File: src/rtl/truth_table_sweeper_if.sv
// Host-side control and result bundle for truth_table_sweeper.
// The host drives start/abort; the sweeper returns status and the captured word.
interface truth_table_sweeper_if #(
  parameter int W = 8
);
  logic         start;
  logic         abort;
  logic         busy;
  logic         done;
  logic         pass;
  logic [W-1:0] tt_word;

  modport master (
    output start,
    output abort,
    input  busy,
    input  done,
    input  pass,
    input  tt_word
  );

  modport slave (
    input  start,
    input  abort,
    output busy,
    output done,
    output pass,
    output tt_word
  );
endinterface

File: src/rtl/truth_table_sweeper.sv
// Drives a small gate through every input vector, samples its output
// after a settle window and checks the packed truth table.
module truth_table_sweeper #(
  parameter int N_INPUTS = 3,
  parameter int SETTLE_CYCLES = 4,
  parameter logic [(2**N_INPUTS)-1:0] EXPECTED = 8'h23
) (
  input  logic                clk,
  input  logic                reset,
  input  logic                lut_out,
  output logic [N_INPUTS-1:0] lut_in,
  truth_table_sweeper_if.slave host
);

  localparam int W  = 2 ** N_INPUTS;
  localparam int IW = $clog2(W + 1);
  localparam int CW =
    (SETTLE_CYCLES > 1) ? $clog2(SETTLE_CYCLES) : 1;

  localparam logic [IW-1:0] ILAST = IW'(W - 1);
  localparam logic [CW-1:0] CLAST = CW'(SETTLE_CYCLES - 1);

  typedef enum logic [1:0] {
    IDLE,
    SETTLE,
    DONE
  } state_t;

  state_t        state;
  state_t        nxt;
  logic [IW-1:0] idx;
  logic [CW-1:0] cnt;
  logic [W-1:0]  tt;
  logic [W-1:0]  tt_next;
  logic          pass;
  logic          sample;
  logic          last;
  logic          go;
  logic [N_INPUTS-1:0] pos;

  assign go     = host.start && !host.abort;
  assign sample = (state == SETTLE) && (cnt == CLAST);
  assign last   = (idx == ILAST);
  assign pos    = N_INPUTS'(ILAST - idx);

  // Truth-table word with the current sample folded in (MSB = vector 0).
  always_comb begin
    tt_next      = tt;
    tt_next[pos] = lut_out;
  end

  // State register.
  always_ff @(posedge clk) begin
    if (reset) state <= IDLE;
    else       state <= nxt;
  end

  // Next-state logic; abort always returns to IDLE from an active sweep.
  always_comb begin
    nxt = state;
    unique case (state)
      IDLE:   if (go) nxt = SETTLE;
      SETTLE: begin
        if (host.abort)        nxt = IDLE;
        else if (sample && last) nxt = DONE;
      end
      DONE:   nxt = IDLE;
      default: nxt = IDLE;
    endcase
  end

  // Status outputs decode the registered state only.
  always_comb begin
    host.busy    = (state != IDLE);
    host.done    = (state == DONE);
    host.pass    = pass;
    host.tt_word = tt;
  end

  // Sweep datapath: vector index, settle counter, captured word and verdict.
  always_ff @(posedge clk) begin
    if (reset) begin
      idx    <= '0;
      cnt    <= '0;
      lut_in <= '0;
      tt     <= '0;
      pass   <= 1'b0;
    end else begin
      unique case (state)
        IDLE: begin
          if (go) begin
            idx    <= '0;
            cnt    <= '0;
            lut_in <= '0;
            tt     <= '0;
            pass   <= 1'b0;
          end
        end
        SETTLE: begin
          if (host.abort) begin
            idx    <= '0;
            cnt    <= '0;
            lut_in <= '0;
            pass   <= 1'b0;
          end else if (sample) begin
            tt <= tt_next;
            if (last) begin
              pass <= (tt_next == EXPECTED);
            end else begin
              idx    <= idx + 1'b1;
              lut_in <= N_INPUTS'(idx + 1'b1);
              cnt    <= '0;
            end
          end else begin
            cnt <= cnt + 1'b1;
          end
        end
        DONE: begin
          lut_in <= '0;
          if (host.abort) pass <= 1'b0;
        end
        default: begin
          lut_in <= '0;
        end
      endcase
    end
  end

endmodule

File: src/flat_wrapper.sv
// flat-port wrapper written by rule: the top's interface ports become plain ports
module truth_table_sweeper_flat 
#(
  parameter int N_INPUTS = 3,
  parameter int SETTLE_CYCLES = 4,
  parameter logic [(2**N_INPUTS)-1:0] EXPECTED = 8'h23
)
  (clk, reset, lut_out, lut_in, host_start, host_abort, host_busy, host_done, host_pass, host_tt_word);
  truth_table_sweeper_if #(.W(8)) host_i ();
  input  logic clk;
  input  logic reset;
  input  logic lut_out;
  output logic [N_INPUTS-1:0] lut_in;
  input wire logic [$bits(host_i.start)-1:0] host_start;
  input wire logic [$bits(host_i.abort)-1:0] host_abort;
  output wire logic [$bits(host_i.busy)-1:0] host_busy;
  output wire logic [$bits(host_i.done)-1:0] host_done;
  output wire logic [$bits(host_i.pass)-1:0] host_pass;
  output wire logic [$bits(host_i.tt_word)-1:0] host_tt_word;
  assign host_i.start = host_start;
  assign host_i.abort = host_abort;
  assign host_busy = host_i.busy;
  assign host_done = host_i.done;
  assign host_pass = host_i.pass;
  assign host_tt_word = host_i.tt_word;
  truth_table_sweeper #(.N_INPUTS(N_INPUTS), .SETTLE_CYCLES(SETTLE_CYCLES), .EXPECTED(EXPECTED)) u_core (.clk(clk), .reset(reset), .lut_out(lut_out), .lut_in(lut_in), .host(host_i));
endmodule
File: config.mk
export PLATFORM = sky130hd
export DESIGN_NAME = truth_table_sweeper_flat
export DESIGN_NICKNAME = d
export VERILOG_FILES = /design/src/rtl/truth_table_sweeper_if.sv /design/src/rtl/truth_table_sweeper.sv /design/src/flat_wrapper.sv
export SDC_FILE = /design/constraint.sdc
export NUM_CORES = 1
export LEC_CHECK = 0
export ABC_CLOCK_PERIOD_IN_PS = 3000
export CAP_MARGIN = 20
export CORE_UTILIZATION = 57
export CTS_BUF_LIST = sky130_fd_sc_hd__clkbuf_4 sky130_fd_sc_hd__clkbuf_8
export CTS_CLUSTER_SIZE = 14
export DETAILED_ROUTE_END_ITERATION = 6
export GPL_TIMING_DRIVEN = 0
export HOLD_SLACK_MARGIN = 0.03
export PLACE_DENSITY = 0.92
export SYNTH_ARGS = -nofsm -noshare
export SYNTH_HDL_FRONTEND = slang
export SYNTH_SLANG_ARGS = --single-unit
File: constraint.sdc
create_clock -name clk -period 3 [get_ports clk]
set_input_delay 0.6 -clock clk [delete_from_list [all_inputs] [get_ports clk]]
set_output_delay 0.6 -clock clk [all_outputs]
set_load 0.03 [all_outputs]
# Word level (Yosys, flattened, before mapping)
# Cells that the tools add are included.
# classes
add_sub_neg	3
n_mul	0
n_div	0
magnitude_cmp	2
n_eq_ne	14
shift	0
muxes	32
bitwise	0
reduce_logical	15
# ops
cell	n
two-way mux 8 bit	3
two-way mux 4 bit	4
one-hot mux 8 bit (2 select lines)	1
two-way mux 2 bit	7
two-way mux 3 bit	4
bitwise mux 8 bit	1
== test 8 x 6 -> 1 bit, second input constant	1
one-hot mux 2 bit (2 select lines)	2
one-hot mux 4 bit (2 select lines)	1
AND reduction 4 bit	2
two-way mux 1 bit	6
inequality test 3 x 2 -> 1 bit, second input constant	2
inequality test 3 bit, second input constant	2
one-hot mux 3 bit (2 select lines)	1
AND reduction 3 bit	2
AND reduction 5 bit	1
adder 4 x 1 -> 4 bit, second input constant	1
== test 2 bit, second input constant	2
== test 4 x 3 -> 1 bit, second input constant	1
logical AND 1 bit	4
< comparator 3 x 4 -> 1 bit, second input constant	1
inequality test 2 x 1 -> 1 bit, second input constant	2
inequality test 2 bit, second input constant	2
inequality test 4 bit, second input constant	1
11 further kinds	12
# word_totals
reg_bits	20
latchBits	0
mem_bits_rw	0
mem_bits_ro	0
in_bits	5
out_inout_bits	14
wordCells	72
n_memories	0

# Longest topological paths before layout
# Gate-level depths: netlist of the first run.
# logic_depth
ltp_word	11
mapped_depth	7
mapped_depth_nobuf	6

# Least setup slack after synthesis of the first run
# Ideal clock, no wire load.
# synth_path
path_kind	flip-flop to flip-flop
from	register u_core.state[1]
to	register u_core.pass (netlist: u_core.host.pass)
setup_ns	0.116
arrival_ns	1.690
t_required_ns	2.884
setup_slack_ns	1.194
stages_incl_launch_ff	7
path_buffers	1
synth_period_minus_slack_ns	1.806
cell_sequence	dfxtp_1 clkbuf_1 nor2b_1 a22oi_1 o21ai_0 nor3b_1 a31o_1
# synth_via
word_cells_on_any_way	11
classes_between	eq/ne (6); mux (1); reduce/logical (4)
# synth_rtl
element	line_no	rtl
start: declaration	truth_table_sweeper.sv:29	state_t state;
start signal: assignment	truth_table_sweeper.sv:55	else state <= nxt;
== test 2 bit (*)	n/a	
named net host_done	flat_wrapper.sv:17	output wire logic [$bits(host_i.done)-1:0] host_done;
inequality test 2 bit (no source line) or nonzero test 3 bit (tied branches)	n/a	
AND reduction 5 bit (no source line)	n/a	
end signal: assignment	truth_table_sweeper.sv:108	pass <= (tt_next == EXPECTED);
end: declaration	truth_table_sweeper.sv:35	logic pass;
# The timed path passes the listed nets; every way through them passes the cells marked *.
# A chain may end at the register's enable or synchronous reset.

# Final worst setup path of the first run
# layout_path
from	register u_core.state[1]
to	output port host_done
# layout_via
elab_chain_len	1
# layout_lines
element	line_no	rtl
== test 2 bit	truth_table_sweeper.sv:75	host.done = (state == DONE);
end: declaration	flat_wrapper.sv:17	
# Every way passes these cells.

==> results.sh, run 1 <==
export IMPL_finalHoldViolations=0
export IMPL_wire_per_inst_um=15.0
export IMPL_cts_tree="done"
export IMPL_coreArea_um2=1980
export IMPL_clockBufferDepth=2
export IMPL_grt_pass1_vias=1045
export IMPL_fp_dieH_um=48.1
export IMPL_yosys_warnings=0
export IMPL_num_rows=16
export IMPL_drv_cap=0
export IMPL_slowest_delay_ps=690
export IMPL_skew_ps=6.61
export IMPL_postRouteAntennaNets=0
export IMPL_htree_levels=1
export IMPL_ys_ff_latch=20
export IMPL_pin_count=19
export IMPL_grt_pass1_wl_um=4760
export IMPL_timing_final_crit_share_pct=85.1
export IMPL_async_reset_ff_share_pct=0
export IMPL_crit_slowest_cell="clkdlybuf4s50_1"
export IMPL_peakVddDrop_mv=0.257
export IMPL_syn_avg_cell_area_um2=7.68
export IMPL_synth_edff_count=0
export IMPL_synth_top_area_share_pct=33.0
export IMPL_p_leak_nw=0.544
export IMPL_dr_pass1_iters=7
export IMPL_worst_pin_slew_ps=622
export IMPL_vias_per_cell=6.04
export IMPL_worst_ep_arrival_time_ps=1950
export IMPL_holdBufCountCts=0
export IMPL_synthFlopType="dfxtp_1"
export IMPL_crit_type="reg -> out"
export IMPL_grt_start_max_net_pins=13
export IMPL_crit_required_ps=2400
export IMPL_yosysUniqueCellTypes=41
export IMPL_dr_total_vias=1251
export IMPL_post_cts_setup_buffers=0
export IMPL_crit_path_cell_trace="clkbuf_1 -> nor2b_1 -> clkdlybuf4s50_1"
export IMPL_grt_overflow_total=0
export IMPL_area_growth_pct=22.0
export IMPL_synth_top_cell_by_area="dfxtp_1"
export IMPL_cellPowerDensity_nw_per_um2=376
export IMPL_dp_hpwl_um=2260
export IMPL_clk_pin_slew_worst_paths_ps=120
export IMPL_final_setup_tns_ps=0
export IMPL_min_period_ps=2550
export IMPL_dieArea_um2=2320
export IMPL_setup_viol=0
export IMPL_clk_latency_ps=310
export IMPL_cts_buffers=3
export IMPL_drc=0
export IMPL_clock_sinks=20
export IMPL_hp_class="reg -> reg"
export IMPL_end_kind="output port"
export IMPL_synth_fp_nets=165
export IMPL_die_w_um=48.1
export IMPL_netlist_top_cells_area="dfxtp_1, nor2_1, a21oi_1, o21ai_0, nand2b_1"
export IMPL_drive_gt1_share_pct=8.89
export IMPL_n_antenna_cell=0
export IMPL_placed_cells=203
export IMPL_grt_use_total_pct=29.6
export IMPL_yosysSeqAreaShare_pct=33.0
export IMPL_synth_area_um2=1210
export IMPL_start_kind="flop"
export IMPL_drtIter0Drc=58
export IMPL_gp_congestion=0.936
export IMPL_fin_cells=207
export IMPL_max_freq_mhz=392
export IMPL_slew_viol_final=0
export IMPL_routed_wl_um=3110
export IMPL_start_util_pct=61.2
export IMPL_rsz0062_at_grt="false"
export IMPL_cts_resized=0
export IMPL_final_nets=188
export IMPL_path_max_fanout=10
export IMPL_status="complete, no violations"
export IMPL_clock_root_buffer="clkbuf_4"
export IMPL_io_buffer_count=18
export IMPL_antenna_found_initial=0
export IMPL_synth_cells=158
export IMPL_slew_headroom_pct=58.3
-- state kept, by name, summed over array words and instances, names as in the netlist --
signal	flops
u_core.host.tt_word	8
u_core.idx	4
u_core.lut_in	3
u_core.cnt	2
u_core.state	2
u_core.host.pass	1
-- final cells by class --
cell class | count | area (um2)
Clock buffer | 3 | 22.5
Sequential cell | 20 | 400
Timing Repair Buffer | 18 | 180
Inverter | 3 | 11.3
Tap cell | 27 | 33.8
Multi-Input combinational cell | 124 | 752
Clock inverter | 1 | 30.0
Buffer | 11 | 50.0
Fill cell | 136 | 502
-- power breakdown --
| group | internal, W | switching (W) |
|---|---|---|
| combinational | 0.0000244 | 0.0000367 |
| sequential | 0.000267 | 0.00000218 |
| clock | 0.000135 | 0.0000904 |
| total | 0.000427 | 0.000129 |
-- path summary, 6_finish.rpt --
check                                start                                   to  slack, ps  cells past startpoint
max           u_core.state[1]$_SDFFE_PP0P_                            host_done        450                      3
min          u_core.lut_in[2]$_SDFFE_PP0P_        u_core.lut_in[2]$_SDFFE_PP0P_        460                      2
max reg2reg     u_core.cnt[0]$_SDFFE_PP0P_  u_core.host.tt_word[6]$_SDFFE_PP0P_        950                      7
min reg2reg  u_core.lut_in[2]$_SDFFE_PP0P_        u_core.lut_in[2]$_SDFFE_PP0P_        460                      2
-- per-layer routing --
layer  up-vias  GRT usage, %  share of wire, %
li1        621             -                 -
met1       570          39.7                44
met2        52          47.5                47
met3         8          6.67               7.6
met4         0          8.33               1.9
met5         -             0                 0
-- metrics by stage --
step	hold slack [ps]	area, um2	worst slack [ps]	utilization (%)	total power [W]
floorplan	450	1210	1190	-	0.000316
global placement	438	1430	588	72.0	0.000333
detailed placement	446	1430	548	72.0	0.000335
CTS	464	1480	465	74.7	0.000558
global route	502	1480	336	74.7	0.000579
finish	460	1480	448	74.7	0.000556
-- cells in the mapped netlist, drive strengths merged, types with 2 or more instances --
master / instances
o21ba: 2
nand2b: 7
inv: 3
ha: 2
a22oi: 5
nor2b: 6
or3: 4
or3b: 2
nor3b: 2
nor3: 5
a32oi: 2
a21oi: 15
a31oi: 3
and3: 3
a211oi: 2
o32a: 3
nor2: 23
nand3: 6
buf: 6
clkbuf: 5
nand2: 6
dfxtp: 20
o21ai: 14
-- worst max-delay path, delay by kind of cell (launching register included) --
kind	cells	cell delay [ps]
flip-flops	1	410
AND/OR/NAND/NOR	1	220
buffers and inverters	2	1020
-- cells by family (layout without fill, tap and decap cells) --
family	Yosys count	in the layout	synth area share (%)
multiplexers	1	1	0.825
XOR/XNOR	1	1	0.722
AND/OR/NAND/NOR	68	68	29.6
buffers and inverters	14	36	5.05
adder cells (fa/ha/maj)	2	2	2.06
flip-flops	20	20	33.0
AO/OA/AOI/OAI	52	52	28.8
-- layout by cell type (no fill, tap or decap), types with 6 or more instances in the layout --
cell type,n
nand2_1,6
nor2b_1,6
clkdlybuf4s50_1,18
nand3_1,6
nor2_1,23
dfxtp_1,20
o21ai_0,13
nand2b_1,7
a21oi_1,15
Power figures use the tool's default switching activity.
==> run 2: changes to the inputs <==
--- a/config.mk
+++ b/config.mk
@@ -14,6 +14,7 @@
 export GPL_TIMING_DRIVEN = 0
 export HOLD_SLACK_MARGIN = 0.03
 export PLACE_DENSITY = 0.92
+export SKIP_LAST_GASP = 1
 export SYNTH_ARGS = -nofsm -noshare
 export SYNTH_HDL_FRONTEND = slang
 export SYNTH_SLANG_ARGS = --single-unit
==> results of run 2 <==
The final DEF is identical to that of run 1; final timing and power are the same.
